`src/rtl/program_loader_pkg.sv`:
```
// Shared CPU package: loader widths, the sync byte and loader state encodings.
package program_loader_pkg;

  localparam int unsigned ADDR_W = 8;
  localparam int unsigned DATA_W = 8;

  localparam logic [DATA_W-1:0] SYNC_BYTE = 8'hA5;

  typedef enum logic [2:0] {
    ST_WAIT_SYNC = 3'd0,
    ST_GET_ADDR  = 3'd1,
    ST_GET_LEN   = 3'd2,
    ST_GET_DATA  = 3'd3,
    ST_GET_CSUM  = 3'd4,
    ST_RUN       = 3'd5,
    ST_ERROR     = 3'd6
  } ld_state_e;

endpackage

```
`src/rtl/program_loader_if.sv`:
```
// Loader bus: host byte link, memory write port and CPU control/status.
interface program_loader_if;
  import program_loader_pkg::*;

  logic [DATA_W-1:0] rx_data;
  logic              rx_valid;
  logic              rx_ready;
  logic [ADDR_W-1:0] mem_addr;
  logic [DATA_W-1:0] mem_din;
  logic              mem_we;
  logic              cpu_reset;
  logic              cpu_halt;
  logic              busy;
  logic              done;
  logic              err;

  // Host / system side: supplies bytes and CPU status, observes the loader.
  modport master (
    output rx_data, rx_valid, cpu_halt,
    input  rx_ready, mem_addr, mem_din, mem_we, cpu_reset, busy, done, err
  );

  // Loader side.
  modport slave (
    input  rx_data, rx_valid, cpu_halt,
    output rx_ready, mem_addr, mem_din, mem_we, cpu_reset, busy, done, err
  );

endinterface

```
`src/rtl/program_loader.sv`:
```
// Program loader: receives SYNC/ADDR/LEN/DATA/CSUM frames from the host link,
// writes the payload to memory and releases the CPU on a good checksum.
module program_loader
  import program_loader_pkg::*;
(
  input  logic            clk,
  input  logic            reset,
  program_loader_if.slave bus
);

  ld_state_e         state_q, state_d;
  logic [ADDR_W-1:0] ptr_q, ptr_d;
  logic [DATA_W-1:0] cnt_q, cnt_d;
  logic [DATA_W-1:0] acc_q, acc_d;
  logic              rx_ready_q, rx_ready_d;
  logic              mem_we_q, mem_we_d;
  logic [ADDR_W-1:0] mem_addr_q, mem_addr_d;
  logic [DATA_W-1:0] mem_din_q, mem_din_d;
  logic              cpu_reset_q, cpu_reset_d;
  logic              busy_q, busy_d;
  logic              done_q, done_d;
  logic              err_q, err_d;

  logic              accept_c;
  logic [DATA_W-1:0] sum_c;
  logic              unused_halt;

  // CPU halt is status only and never steers the loader.
  assign unused_halt = bus.cpu_halt;

  assign accept_c = bus.rx_valid & rx_ready_q;
  assign sum_c    = DATA_W'(acc_q + bus.rx_data);

  // Next-state, datapath and registered-output computation.
  always_comb begin
    state_d    = state_q;
    ptr_d      = ptr_q;
    cnt_d      = cnt_q;
    acc_d      = acc_q;
    rx_ready_d = 1'b1;
    mem_we_d   = 1'b0;
    mem_addr_d = mem_addr_q;
    mem_din_d  = mem_din_q;

    case (state_q)
      ST_WAIT_SYNC, ST_RUN, ST_ERROR: begin
        if (accept_c && (bus.rx_data == SYNC_BYTE)) begin
          state_d = ST_GET_ADDR;
        end
      end
      ST_GET_ADDR: begin
        if (accept_c) begin
          ptr_d   = ADDR_W'(bus.rx_data);
          acc_d   = bus.rx_data;
          state_d = ST_GET_LEN;
        end
      end
      ST_GET_LEN: begin
        if (accept_c) begin
          cnt_d   = bus.rx_data;
          acc_d   = sum_c;
          state_d = (bus.rx_data == '0) ? ST_GET_CSUM : ST_GET_DATA;
        end
      end
      ST_GET_DATA: begin
        if (accept_c) begin
          mem_we_d   = 1'b1;
          mem_addr_d = ptr_q;
          mem_din_d  = bus.rx_data;
          ptr_d      = ADDR_W'(ptr_q + ADDR_W'(1));
          cnt_d      = DATA_W'(cnt_q - DATA_W'(1));
          acc_d      = sum_c;
          if (cnt_q == DATA_W'(1)) begin
            state_d = ST_GET_CSUM;
          end
        end
      end
      ST_GET_CSUM: begin
        if (accept_c) begin
          state_d = (sum_c == '0) ? ST_RUN : ST_ERROR;
        end
      end
      default: state_d = ST_WAIT_SYNC;
    endcase

    // Status outputs follow the state being entered so they line up with it.
    busy_d      = (state_d == ST_GET_ADDR) || (state_d == ST_GET_LEN) ||
                  (state_d == ST_GET_DATA) || (state_d == ST_GET_CSUM);
    cpu_reset_d = (state_d != ST_RUN);
    done_d      = (state_d == ST_RUN);
    err_d       = (state_d == ST_ERROR);
  end

  // State, datapath and output registers; reset drops any pending write.
  always_ff @(posedge clk or posedge reset) begin
    if (reset) begin
      state_q     <= ST_WAIT_SYNC;
      ptr_q       <= '0;
      cnt_q       <= '0;
      acc_q       <= '0;
      rx_ready_q  <= 1'b0;
      mem_we_q    <= 1'b0;
      mem_addr_q  <= '0;
      mem_din_q   <= '0;
      cpu_reset_q <= 1'b1;
      busy_q      <= 1'b0;
      done_q      <= 1'b0;
      err_q       <= 1'b0;
    end else begin
      state_q     <= state_d;
      ptr_q       <= ptr_d;
      cnt_q       <= cnt_d;
      acc_q       <= acc_d;
      rx_ready_q  <= rx_ready_d;
      mem_we_q    <= mem_we_d;
      mem_addr_q  <= mem_addr_d;
      mem_din_q   <= mem_din_d;
      cpu_reset_q <= cpu_reset_d;
      busy_q      <= busy_d;
      done_q      <= done_d;
      err_q       <= err_d;
    end
  end

  assign bus.rx_ready  = rx_ready_q;
  assign bus.mem_we    = mem_we_q;
  assign bus.mem_addr  = mem_addr_q;
  assign bus.mem_din   = mem_din_q;
  assign bus.cpu_reset = cpu_reset_q;
  assign bus.busy      = busy_q;
  assign bus.done      = done_q;
  assign bus.err       = err_q;

endmodule

```
`src/flat_wrapper.sv`:
```
// flat-port wrapper written by rule: the top's interface ports become plain ports
module program_loader_flat import program_loader_pkg::*;
  (clk, reset, bus_rx_data, bus_rx_valid, bus_cpu_halt, bus_rx_ready, bus_mem_addr, bus_mem_din, bus_mem_we, bus_cpu_reset, bus_busy, bus_done, bus_err);
  program_loader_if bus_i ();
  input  logic clk;
  input  logic reset;
  input wire logic [$bits(bus_i.rx_data)-1:0] bus_rx_data;
  input wire logic [$bits(bus_i.rx_valid)-1:0] bus_rx_valid;
  input wire logic [$bits(bus_i.cpu_halt)-1:0] bus_cpu_halt;
  output wire logic [$bits(bus_i.rx_ready)-1:0] bus_rx_ready;
  output wire logic [$bits(bus_i.mem_addr)-1:0] bus_mem_addr;
  output wire logic [$bits(bus_i.mem_din)-1:0] bus_mem_din;
  output wire logic [$bits(bus_i.mem_we)-1:0] bus_mem_we;
  output wire logic [$bits(bus_i.cpu_reset)-1:0] bus_cpu_reset;
  output wire logic [$bits(bus_i.busy)-1:0] bus_busy;
  output wire logic [$bits(bus_i.done)-1:0] bus_done;
  output wire logic [$bits(bus_i.err)-1:0] bus_err;
  assign bus_i.rx_data = bus_rx_data;
  assign bus_i.rx_valid = bus_rx_valid;
  assign bus_i.cpu_halt = bus_cpu_halt;
  assign bus_rx_ready = bus_i.rx_ready;
  assign bus_mem_addr = bus_i.mem_addr;
  assign bus_mem_din = bus_i.mem_din;
  assign bus_mem_we = bus_i.mem_we;
  assign bus_cpu_reset = bus_i.cpu_reset;
  assign bus_busy = bus_i.busy;
  assign bus_done = bus_i.done;
  assign bus_err = bus_i.err;
  program_loader u_core (.clk(clk), .reset(reset), .bus(bus_i));
endmodule
```
`config.mk`:
```
export PLATFORM = sky130hd
export DESIGN_NAME = program_loader_flat
export DESIGN_NICKNAME = d
export VERILOG_FILES = /design/src/rtl/program_loader_pkg.sv /design/src/rtl/program_loader_if.sv /design/src/rtl/program_loader.sv /design/src/flat_wrapper.sv
export SDC_FILE = /design/constraint.sdc
export NUM_CORES = 1
export LEC_CHECK = 0
export CORE_UTILIZATION = 30
export DETAILED_ROUTE_END_ITERATION = 8
export MAX_ROUTING_LAYER = met4
export PLACE_DENSITY = 0.48
export SYNTH_ARGS = -nofsm -noshare
export SYNTH_HDL_FRONTEND = slang
export SYNTH_SLANG_ARGS = --single-unit
```
`constraint.sdc`:
```
create_clock -name clk -period 4.5 [get_ports clk]
set_input_delay 0.675 -clock clk [delete_from_list [all_inputs] [get_ports clk]]
set_output_delay 0.675 -clock clk [all_outputs]
set_load 0.02 [all_outputs]
```
Yosys cells after proc, flatten, opt, wreduce, memory -nomap -nowiden

Cells that the tools add are included.

Add/sub/neg operators: 3
Multiply operators: 0
Divide/modulo/power cells: 0
Magnitude comparators: 0
Equality and inequality tests: 19
Shift operators: 0
Mux-type cells: 18
Bitwise gates (word level): 1
Reductions and logical operators: 16

Operator list:

| kind                | count |
|---|---|
| $pmux 8 s2          | 3 |
| $mux 8              | 4 |
| $mux 3              | 7 |
| $eq 3x3->1 const B  | 6 |
| $logic_not 8->1     | 2 |
| $pmux 3 s5          | 1 |
| $eq 3x2->1 const B  | 4 |
| $reduce_and 3->1    | 3 |
| $add 8x1->8 const B | 1 |
| $add 8x8->8         | 1 |
| $eq 8x1->1 const B  | 1 |
| $eq 8x8->1 const B  | 1 |
| $ne 2x1->1 const B  | 4 |
| $sub 8x1->8 const B | 1 |
| $eq 3x1->1 const B  | 2 |
| $reduce_bool 2->1   | 3 |
| $logic_not 3->1     | 1 |
| $logic_or 1x1->1    | 3 |
| $ne 3x3->1 const B  | 1 |
| $reduce_or 3->1     | 1 |
| $mux 1              | 2 |
| $mux 2              | 1 |
| $reduce_and 2->1    | 1 |
| $reduce_or 2->1     | 1 |
| other kinds (2)     | 2 |

Bits in registers: 49
Bits in latches: 0
RAM bits: 0
ROM bits: 0
Word-level logic and storage cells: 69
Memories kept: 0

Logic depth before layout (Yosys ltp)

Depth after elaboration: 9
Depth in mapped cells: 8
Depth with buffers taken out: 8

Worst setup path before layout

OpenSTA, ideal clock, no wires.

Kind: input port to flip-flop
Start: input bus_rx_data[0]
End: register u_core.done_q, in the netlist u_core.bus.done
Setup time: 66 ps
Arrival: 2573 ps
Slack: 1861 ps
Stages: 8
Cells stage by stage: ha_1 fa_1 a211oi_1 or4b_2 o2111ai_1 nor4b_1 a31o_4 and2_1

Longest elaborated chain between the ends: 6

RTL lines:

| item                   | RTL line              | source |
|---|---|---|
| start: declaration     | flat_wrapper.sv:7     | `input wire logic [$bits(bus_i.rx_data)-1:0] bus_rx_data;` |
| $add 8x8->8            | program_loader.sv:32  | `assign sum_c = DATA_W'(acc_q + bus.rx_data);` |
| $logic_not 8->1        | program_loader.sv:80  | `state_d = (sum_c == '0) ? ST_RUN : ST_ERROR;` |
| $mux 2                 | program_loader.sv:80  |  |
| $mux 3                 | program_loader.sv:79  | `if (accept_c) begin` |
| $pmux 3 s5 (*)         | program_loader.sv:45  | `case (state_q)` |
| net u_core.state_d[0]  | program_loader.sv:11  | `ld_state_e state_q, state_d;` |
| $eq 3x3->1 (*)         | program_loader.sv:90  | `done_d = (state_d == ST_RUN);` |
| net u_core.done_d      | program_loader.sv:21  | `logic done_q, done_d;` |
| end signal: assignment | program_loader.sv:120 | `done_q <= done_d;` |
| end: declaration       | program_loader.sv:21  |  |

The timed path passes the listed nets; every way through them passes the cells marked *.
A chain may end at the register's enable or synchronous reset.

Worst setup path in the final report

Same ends and word-level chain as after synthesis.

==> results_dict.tcl <==
set metrics [dict create \
    synthToLayoutAreaGrowth_pct 19.6 \
    core_area_um2 8850 \
    fin_worst_skew_ns 0.0147 \
    finalPower_uw 1970 \
    die_h_um 98.1 \
    drcViolationCount 1 \
    p_leak_uw 0.00142 \
    layout.nets 346 \
    p_switching_uw 811 \
    clock_sinks 49 \
    max-cap-violations 0 \
    cts_setup_buffers 0 \
    syn_nets 314 \
    fill_cells 899 \
    async_flop_share 1.00 \
    ys_ff_latch 49 \
    fp.dieArea_um2 9620 \
    setup_ws_ns 1.19 \
    hold_viol_final 0 \
    wire_per_inst_um 15.7 \
    avgViaCountPerCell 5.24 \
    rsz0062_at_grt "no" \
    cp-startpoint "bus_rx_data[0]" \
    cts_tree "yes" \
    grt_pass1_vias 2311 \
    postRouteAntennaNets 0 \
    max_clock_freq_mhz 302 \
    gp_congestion 0.799 \
    final_common_cell "dfrtp_1" \
    worst_pin_slew_ns 0.799 \
    setup_viol 0 \
    pin_count 34 \
    seq_area_frac_synth 0.443 \
    powerDensity_nw_per_um2 594 \
    syn_inst 291 \
    violations "DRC" \
    grt_usage 0.159 \
    status "complete, but fails checks" \
    initial_core_util 0.313 \
    pre_cts_ws_ns 0.856 \
    rr_startpoint "u_core.state_q[1]$_DFF_PP0_" \
    grt_max_degree 50 \
    via_count 2263 \
    hold_path.startpoint "u_core.acc_q[4]$_DFFE_PP0P_" \
    final_cell_mix "dfrtp_1, o21ai_0, clkdlybuf4s50_1" \
    clk_latency_ns 0.31 \
    synth_warnings 0 \
    power_frac_comb 0.466 \
    drive_gt1_frac 0.114 \
    min_period_ns 3.31 \
    cp-start-kind "primary input" \
    initialDrtViolationCount 92 \
    critical_path_required_ns 4.74 \
    fin_crit_sh 0.736 \
    criticalPathCategory "primary input to flop" \
    hold_buffers 0 \
    relSlewSlack 0.466 \
    clock-root-buffer "clkbuf_8" \
    maxSlewViolCount 0 \
    irDropWorstVdd_v 0.000264 \
    cts-resized-gates 0 \
    finalSetupTns_ns 0 \
    grt_overflow 0 \
    port_buffers 32 \
    htreeDepth 2 \
    routed_wl_um 6770 \
    clk_pin_slew_ns 0.09 \
    antenna_found_initial 0 \
    clockBufferDepth 2 \
    worstPathArrival_ns 3.55 \
    die_width_um 98.1 \
    synth-edff-count 0 \
    cts_buffers 5 \
    grt_pass1_wl_um 11800 \
    syn-cell-area_um2 2770 \
    ys.flop_type "dfrtp_1" \
    ys_types 54 \
    dp_hpwl_um 4750 \
    worstPathMaxFanout 3 \
    antenna_cells 0 \
    p_clk_frac 0.145 \
    syn_avg_cell_area_um2 9.52 \
    hold_path_class "flop to flop" \
    swShare 0.412 \
    internal-power_uw 1160 \
    drtPass1Iterations 6 \
    endpoint_kind "flop" \
    row_count 34 \
    pwr-share-seq 0.389 \
]
-- critical path, stage by stage --
cell	delay, ns
clkdlybuf4s50_1	0.47
ha_1	0.27
fa_1	0.41
a211oi_1	0.40
or4b_2	0.20
o2111ai_1	0.15
nor4b_1	0.61
a31o_4	0.26
and2_1	0.11
-- through the flow --
step | cells | hold slack (ns) | area, µm² | util
detailed placement | 424 | 0.484 | 3210 | 0.363
finish | 432 | 0.500 | 3310 | 0.374
floorplan | 291 | 0.454 | 2770 | -
CTS | 432 | 0.507 | 3310 | 0.374
global placement | 424 | 0.478 | 3210 | 0.363
global route | 432 | 0.533 | 3310 | 0.374
-- cell type report --
type / instances / area (µm²) / area share
clock buffer: 6 / 82.6 / 0.0249
clock inverter: 2 / 17.5 / 0.00529
inverter: 11 / 41.3 / 0.0125
multi-input combinational: 219 / 1450 / 0.438
sequential: 49 / 1230 / 0.371
tap: 108 / 135 / 0.0408
timing repair buffer: 37 / 358 / 0.108
-- power groups by stage --
stage	clock, µW	sequential, µW	combinational (µW)
floorplan	0	784	624
global placement	0	771	911
detailed placement	0	776	919
CTS	300	766	923
global route	318	797	1030
finish	285	765	916
-- synthesized netlist by cell type, drive strengths merged (2+ instances only) --
library cell | number | area, µm²
o31ai | 2 | 20.0
mux2i | 6 | 60.1
nand4 | 2 | 12.5
and3b | 3 | 26.3
buf | 4 | 20.0
o2111ai | 2 | 17.5
or4b | 2 | 20.0
a21o | 2 | 15.0
mux2 | 17 | 191
nor3 | 9 | 45.0
inv | 11 | 41.3
o22ai | 2 | 12.5
clkbuf | 8 | 30.0
nor2b | 3 | 18.8
dfrtp | 48 | 1200
nand3 | 9 | 45.0
nand2 | 27 | 101
a31oi | 5 | 31.3
or4 | 3 | 26.3
xor2 | 4 | 35.0
a21boi | 2 | 15.0
and3 | 3 | 18.8
a21oi | 19 | 95.1
nor3b | 2 | 15.0
ha | 10 | 125
xnor2 | 3 | 26.3
o21ai | 36 | 180
a211oi | 2 | 15.0
o211ai | 3 | 22.5
nor2 | 22 | 82.6
-- path summary, 6_finish.rpt --
path                       slack (ns)  cells past startpoint                           to
hold / removal                   0.50                      2  u_core.acc_q[4]$_DFFE_PP0P_
min in group asynchronous        0.85                      3  u_core.ptr_q[1]$_DFFE_PP0P_
setup / recovery                 1.19                      9    u_core.bus.done$_DFF_PP0_
max in group asynchronous        3.21                      3     u_core.bus.err$_DFF_PP0_
setup reg to reg                 1.63                      6     u_core.bus.err$_DFF_PP0_
hold reg to reg                  0.50                      2  u_core.acc_q[4]$_DFFE_PP0P_
-- per-layer routing --
layer | global-route usage | share of wire | up-vias | wire (µm)
met5 | - | 0 | - | 0
met4 | 0.0396 | 0.011 | 0 | 74
met3 | 0.0265 | 0.025 | 7 | 167
met2 | 0.259 | 0.48 | 34 | 3280
met1 | 0.206 | 0.48 | 1099 | 3250
li1 | - | - | 1123 | -
-- flip-flops by register name (all words and copies together) (netlist names), 3 cells and up --
| register | flops |
|---|---|
| u_core.acc_q | 8 |
| u_core.bus.mem_addr | 8 |
| u_core.bus.mem_din | 8 |
| u_core.cnt_q | 8 |
| u_core.ptr_q | 8 |
| u_core.state_q | 3 |
-- kinds of logic after synthesis --
logic type	Yosys count	synth area share
adder cells (fa/ha/maj)	12	0.0560
other	1	0.00135
XOR/XNOR	7	0.0221
AO/OA/AOI/OAI	85	0.188
buffers and inverters	23	0.0330
AND/OR/NAND/NOR	91	0.165
flip-flops	49	0.443
multiplexers	23	0.0908
(Power assumes the default switching activity.)
